==> src/rtl/shift_sequencer.sv <==
// Sequencer for a single-step registered logical shifter.
// It accepts a word, a shift amount and a direction. It issues one 1-bit
// shift per two cycles to the external shifter, then presents the result.
//
// Ports:
//   clk, reset            clock (rising edge), async active-high reset
//   in_valid/in_ready     request handshake
//   in_data/in_amt/in_dir word, shift count, direction (1 = right)
//   out_valid/out_ready   result handshake
//   out_data              final shifted word
//   sh_data/sh_dir        registered drive to the shifter
//   sh_result             shifter output, one cycle after sh_data/sh_dir
//   busy                  high whenever the sequencer is not idle
module shift_sequencer #(
    parameter int WIDTH = 8,
    parameter int CNT_W = 4
) (
    input  logic             clk,
    input  logic             reset,
    input  logic             in_valid,
    output logic             in_ready,
    input  logic [WIDTH-1:0] in_data,
    input  logic [CNT_W-1:0] in_amt,
    input  logic             in_dir,
    output logic             out_valid,
    input  logic             out_ready,
    output logic [WIDTH-1:0] out_data,
    output logic [WIDTH-1:0] sh_data,
    output logic             sh_dir,
    input  logic [WIDTH-1:0] sh_result,
    output logic             busy
);

    typedef enum logic [1:0] {
        IDLE    = 2'd0,
        ISSUE   = 2'd1,
        CAPTURE = 2'd2,
        DONE    = 2'd3
    } state_t;

    state_t           state;
    state_t           next_state;
    logic [WIDTH-1:0] work;
    logic [WIDTH-1:0] work_nxt;
    logic [CNT_W-1:0] rem;
    logic [CNT_W-1:0] rem_nxt;
    logic [WIDTH-1:0] sh_data_nxt;
    logic             sh_dir_nxt;
    logic [WIDTH-1:0] out_data_nxt;

    logic accept;
    logic amt_zero;
    logic amt_big;
    logic last_step;

    assign accept    = in_valid & in_ready;
    assign amt_zero  = (in_amt == '0);
    // Shifting by WIDTH or more clears the word, so the shifter is bypassed.
    assign amt_big   = (32'(in_amt) >= 32'(WIDTH));
    assign last_step = (rem == CNT_W'(1));

    // State and datapath registers; handshake outputs are decoded from next_state.
    always_ff @(posedge clk or posedge reset) begin
        if (reset) begin
            state     <= IDLE;
            work      <= '0;
            rem       <= '0;
            sh_data   <= '0;
            sh_dir    <= 1'b0;
            out_data  <= '0;
            in_ready  <= 1'b1;
            out_valid <= 1'b0;
            busy      <= 1'b0;
        end else begin
            state     <= next_state;
            work      <= work_nxt;
            rem       <= rem_nxt;
            sh_data   <= sh_data_nxt;
            sh_dir    <= sh_dir_nxt;
            out_data  <= out_data_nxt;
            in_ready  <= (next_state == IDLE);
            out_valid <= (next_state == DONE);
            busy      <= (next_state != IDLE);
        end
    end

    // Next-state logic.
    always_comb begin
        next_state = state;
        case (state)
            IDLE: begin
                if (accept) begin
                    next_state = (amt_zero || amt_big) ? DONE : ISSUE;
                end
            end
            ISSUE:   next_state = CAPTURE;
            CAPTURE: next_state = last_step ? DONE : ISSUE;
            DONE: begin
                if (out_ready) begin
                    next_state = IDLE;
                end
            end
            default: next_state = IDLE;
        endcase
    end

    // Datapath next values; everything holds unless updated below.
    always_comb begin
        work_nxt     = work;
        rem_nxt      = rem;
        sh_data_nxt  = sh_data;
        sh_dir_nxt   = sh_dir;
        out_data_nxt = out_data;
        case (state)
            IDLE: begin
                if (accept) begin
                    work_nxt   = amt_big ? '0 : in_data;
                    rem_nxt    = in_amt;
                    sh_dir_nxt = in_dir;
                    if (amt_zero || amt_big) begin
                        out_data_nxt = amt_big ? '0 : in_data;
                    end else begin
                        // Load sh_data so it already equals work during ISSUE.
                        sh_data_nxt = in_data;
                    end
                end
            end
            CAPTURE: begin
                work_nxt = sh_result;
                rem_nxt  = rem - CNT_W'(1);
                if (last_step) begin
                    out_data_nxt = sh_result;
                end else begin
                    sh_data_nxt = sh_result;
                end
            end
            default: begin
            end
        endcase
    end

endmodule

==> config.mk <==
export PLATFORM = sky130hd
export DESIGN_NAME = shift_sequencer
export DESIGN_NICKNAME = d
export VERILOG_FILES = /design/src/rtl/shift_sequencer.sv
export SDC_FILE = /design/constraint.sdc
export NUM_CORES = 1
export LEC_CHECK = 0
export CAP_MARGIN = 15
export CORE_ASPECT_RATIO = 1.1
export CORE_MARGIN = 10
export CORE_UTILIZATION = 30
export DETAILED_ROUTE_END_ITERATION = 16
export GPL_TIMING_DRIVEN = 0
export SYNTH_ARGS = -nofsm -noshare
export SYNTH_HDL_FRONTEND = slang
export SYNTH_SLANG_ARGS = --single-unit
==> constraint.sdc <==
create_clock -name clk -period 5.1 [get_ports clk]
set_clock_uncertainty 0.1 [all_clocks]
set_input_delay 1.02 -clock clk [delete_from_list [all_inputs] [get_ports clk]]
set_output_delay 1.02 -clock clk [all_outputs]
set_load 0.1 [all_outputs]
==> impl_metrics.toml, run 1 <==
[setup_path]
r2r-end = "out_data[1]"
path_delay_family = "buffers and inverters"
crit_chain = "clkdlybuf4s50_1"
r2r_start = "state[1]"
crit_fanout = 4
cp.arrival_ns = 1.97
worst_setup_path_start_kind = "flop"
slowest_delay_ns = 1.14
path_buf_inv = 1
reg2reg_depth = 5
r2r_slack_ns = 3.11
crit_slowest_cell = "clkdlybuf4s50_1"
end_kind = "output pin"
path_class = "flop to output pin"
crit_required_ns = 3.98

[die]
fp-row-count = 25
core_um2 = 4285
die-area_um2 = 7462
initial_core_util_pct = 30.83
die_w_um = 83.28
die_y_um = 89.61
boundaryPins = 45

[clocking]
tritoncts = "yes"
cts_buffers = 3
cts.clk_slew.worst_paths_ns = 0.09
htree_num_levels = 1
cts_setup_buffers = 0
postCtsResizedCells = 0
cts.path.max_buffers = 2
cts.sinks = 26
insertion_delay_ns = 0.27
cts_hold_buf = 0
root_buffer = "clkbuf_8"

[detailed_routing]
via_per_inst = 4.982
drc = 0
dr.pass1.iters = 6
wl_um = 3693
drtIter0Drc = 71
drtAntennaViolNets = 0
via_count = 1131
wl_per_cell_um = 16.27

[sta]
finalMaxSlewViolations = 0
worst_pin_slew_ns = 1.007
relSlewSlack_pct = 32.82
hold_viol = 0
rsz0062_at_grt = "no"
fin_setup_tns_ns = 0
setup_ws_ns = 2.011
fin_crit_ns = 3.089
fmaxAchievable_mhz = 323.7
setup_viol = 0
period_share_pct = 60.57

[global_routing]
grt.total_usage_pct = 9.862
antenna_found_initial = 0
overflow = 0
grt_max_degree = 27
grt_pass1_vias = 1179
grt_pass1_wl_um = 5934

[logic_synthesis]
synth_nets = 152
synth.most_common_cell = "nand2_1"
synthFlopType = "dfrtp_1"
yosysTopAreaCell = "dfrtp_1"
syn_avg_cell_area_um2 = 10.57
ys_ff_latch = 26
synth_top_area_share_pct = 47.35
synth_commonest_cells = "nand2_1 (31), dfrtp_1 (25), mux2_2 (16)"
synth_edf_count = 0
yosys.cell_types.count = 26
yosysSeqAreaShare_pct = 49.34
syn_area_um2 = 1321
async_flop_share_pct = 100.0
ys_warn_count = 0
synth.area.top_cells = "dfrtp_1 (47%), mux2_2 (14%), nand2_1 (8.8%), a22o_1 (5.3%), a2bb2oi_4 (2.0%)"
netlist_instances = 125

[finish]
nNetsFinal = 201
fill_cells = 396
area_delta_synth_final_pct = 43.84
final_util_pct = 44.35
diodes = 0
drive_gt1_share_pct = 15.61

[worst_hold_path]
holdCritStartpoint = "sh_dir"
min_path_type = "flop to flop"
hold_end = "sh_dir"
whs_path_depth = 2

[placed_design]
place.detailed.hpwl_um = 2959
post-place-ws_ns = 2.269
gp_congestion = 0.7383
io_buffers = 44

[outcome]
outcome = "finished clean"

[run]
drv_cap = 0
[logic make-up after synthesis]
| group | synth area share, % |
|---|---|
| AO/OA/AOI/OAI | 12.88 |
| XOR/XNOR | 0.6630 |
| adder cells (fa/ha/maj) | 1.894 |
| buffers and inverters | 3.030 |
| flip-flops | 49.34 |
| multiplexers | 15.15 |
| AND/OR/NAND/NOR | 17.05 |
[layout make-up]
cell class	instances	area (µm²)	share of cell area (%)
flip-flops and latches	26	651.9	34.30
multi-input cells	89	629.4	33.11
repair buffers	44	440.4	23.17
well taps	54	67.56	3.555
clock buffers	3	41.29	2.172
clock inverters	1	30.03	1.580
inverters	6	22.52	1.185
plain buffers	4	17.52	0.9217
[cell usage in the layout (no fill, tap or decap)]
master,netlist,routed
a211oi_1,2,2
a21oi_1,3,3
a22o_1,8,8
a2bb2oi_4,1,1
a31oi_1,1,1
a32o_1,1,1
and3_1,2,2
buf_2,2,2
bufinv_16,0,1
clkbuf_1,2,2
clkbuf_8,0,3
clkdlybuf4s50_1,0,44
dfrtp_1,25,25
dfstp_2,1,1
ha_1,2,2
inv_1,6,6
mux2_2,16,16
mux2i_1,2,2
nand2_1,31,31
nand2b_4,1,1
nand3_1,1,1
nand3b_2,1,1
nor2_1,7,7
nor2b_1,1,1
nor3_1,2,2
nor4b_4,1,1
o21ai_0,3,3
o22ai_1,2,2
xor2_1,1,1
[how the worst max path moves through the flow]
stage	from	endpoint	slack (ns)	depth (start not counted)
after global routing	in_ready	in_ready	1.97	1
after detailed placement	in_amt[0]	out_data[1]	2.27	5
after floorplan	in_amt[1]	out_data[0]	2.95	4
after global placement	in_ready	in_ready	2.31	1
final	in_ready	in_ready	2.01	1
after CTS	in_ready	in_ready	2.01	1
[flip-flops by register name (all words and copies together) (netlist names)]
signal / count
busy: 1
in_ready: 1
out_data: 8
out_valid: 1
rem: 4
sh_data: 8
sh_dir: 1
state: 2
[metal layers]
layer	vias up	part of all wire (%)	wire length (µm)	GRT usage [%]
li1	525	-	-	-
met1	559	40	1461	10.27
met2	40	49	1799	17.13
met3	7	10	377	4.693
met4	0	1.5	55	3.715
met5	-	0	0	0
[metrics by stage]
step                hold slack, ns  instances  cell area, µm²
finish                      0.4018        227            1901
global route                0.4390        227            1901
CTS                         0.4143        227            1901
detailed placement          0.3928        223            1829
global placement            0.3635        223            1829
floorplan                   0.4055        125            1321
Power of run 1 is left out: the tool's default activity adds up to more than one toggle a clock period on the data nets, which glitch-free logic cannot reach.
==> inputs of run 2 (changes only) <==
clock period = 3.2 ns   (was 5.1 ns; I/O delays follow)
==> results of run 2 <==
Same layout as run 1 (identical final DEF). Status: finished clean.
Main changes from that run: setup slack after placement 2.269 ns -> 0.7488 ns; setup slack after layout 2.011 ns -> 0.4910 ns; register-to-register setup slack 3.11 ns -> 1.21 ns
Power of run 2 is left out for the same reason.
==> inputs of run 3 (changes only) <==
clock period = 2.75 ns   (was 3.2 ns; I/O delays follow)
==> results of run 3 <==
Same layout as run 1 (identical final DEF). Status: finished clean.
Main changes from that run: setup slack after placement 2.269 ns -> 0.3888 ns; setup slack after layout 2.011 ns -> 0.1310 ns; register-to-register setup slack 3.11 ns -> 0.76 ns
Power of run 3 is left out for the same reason.
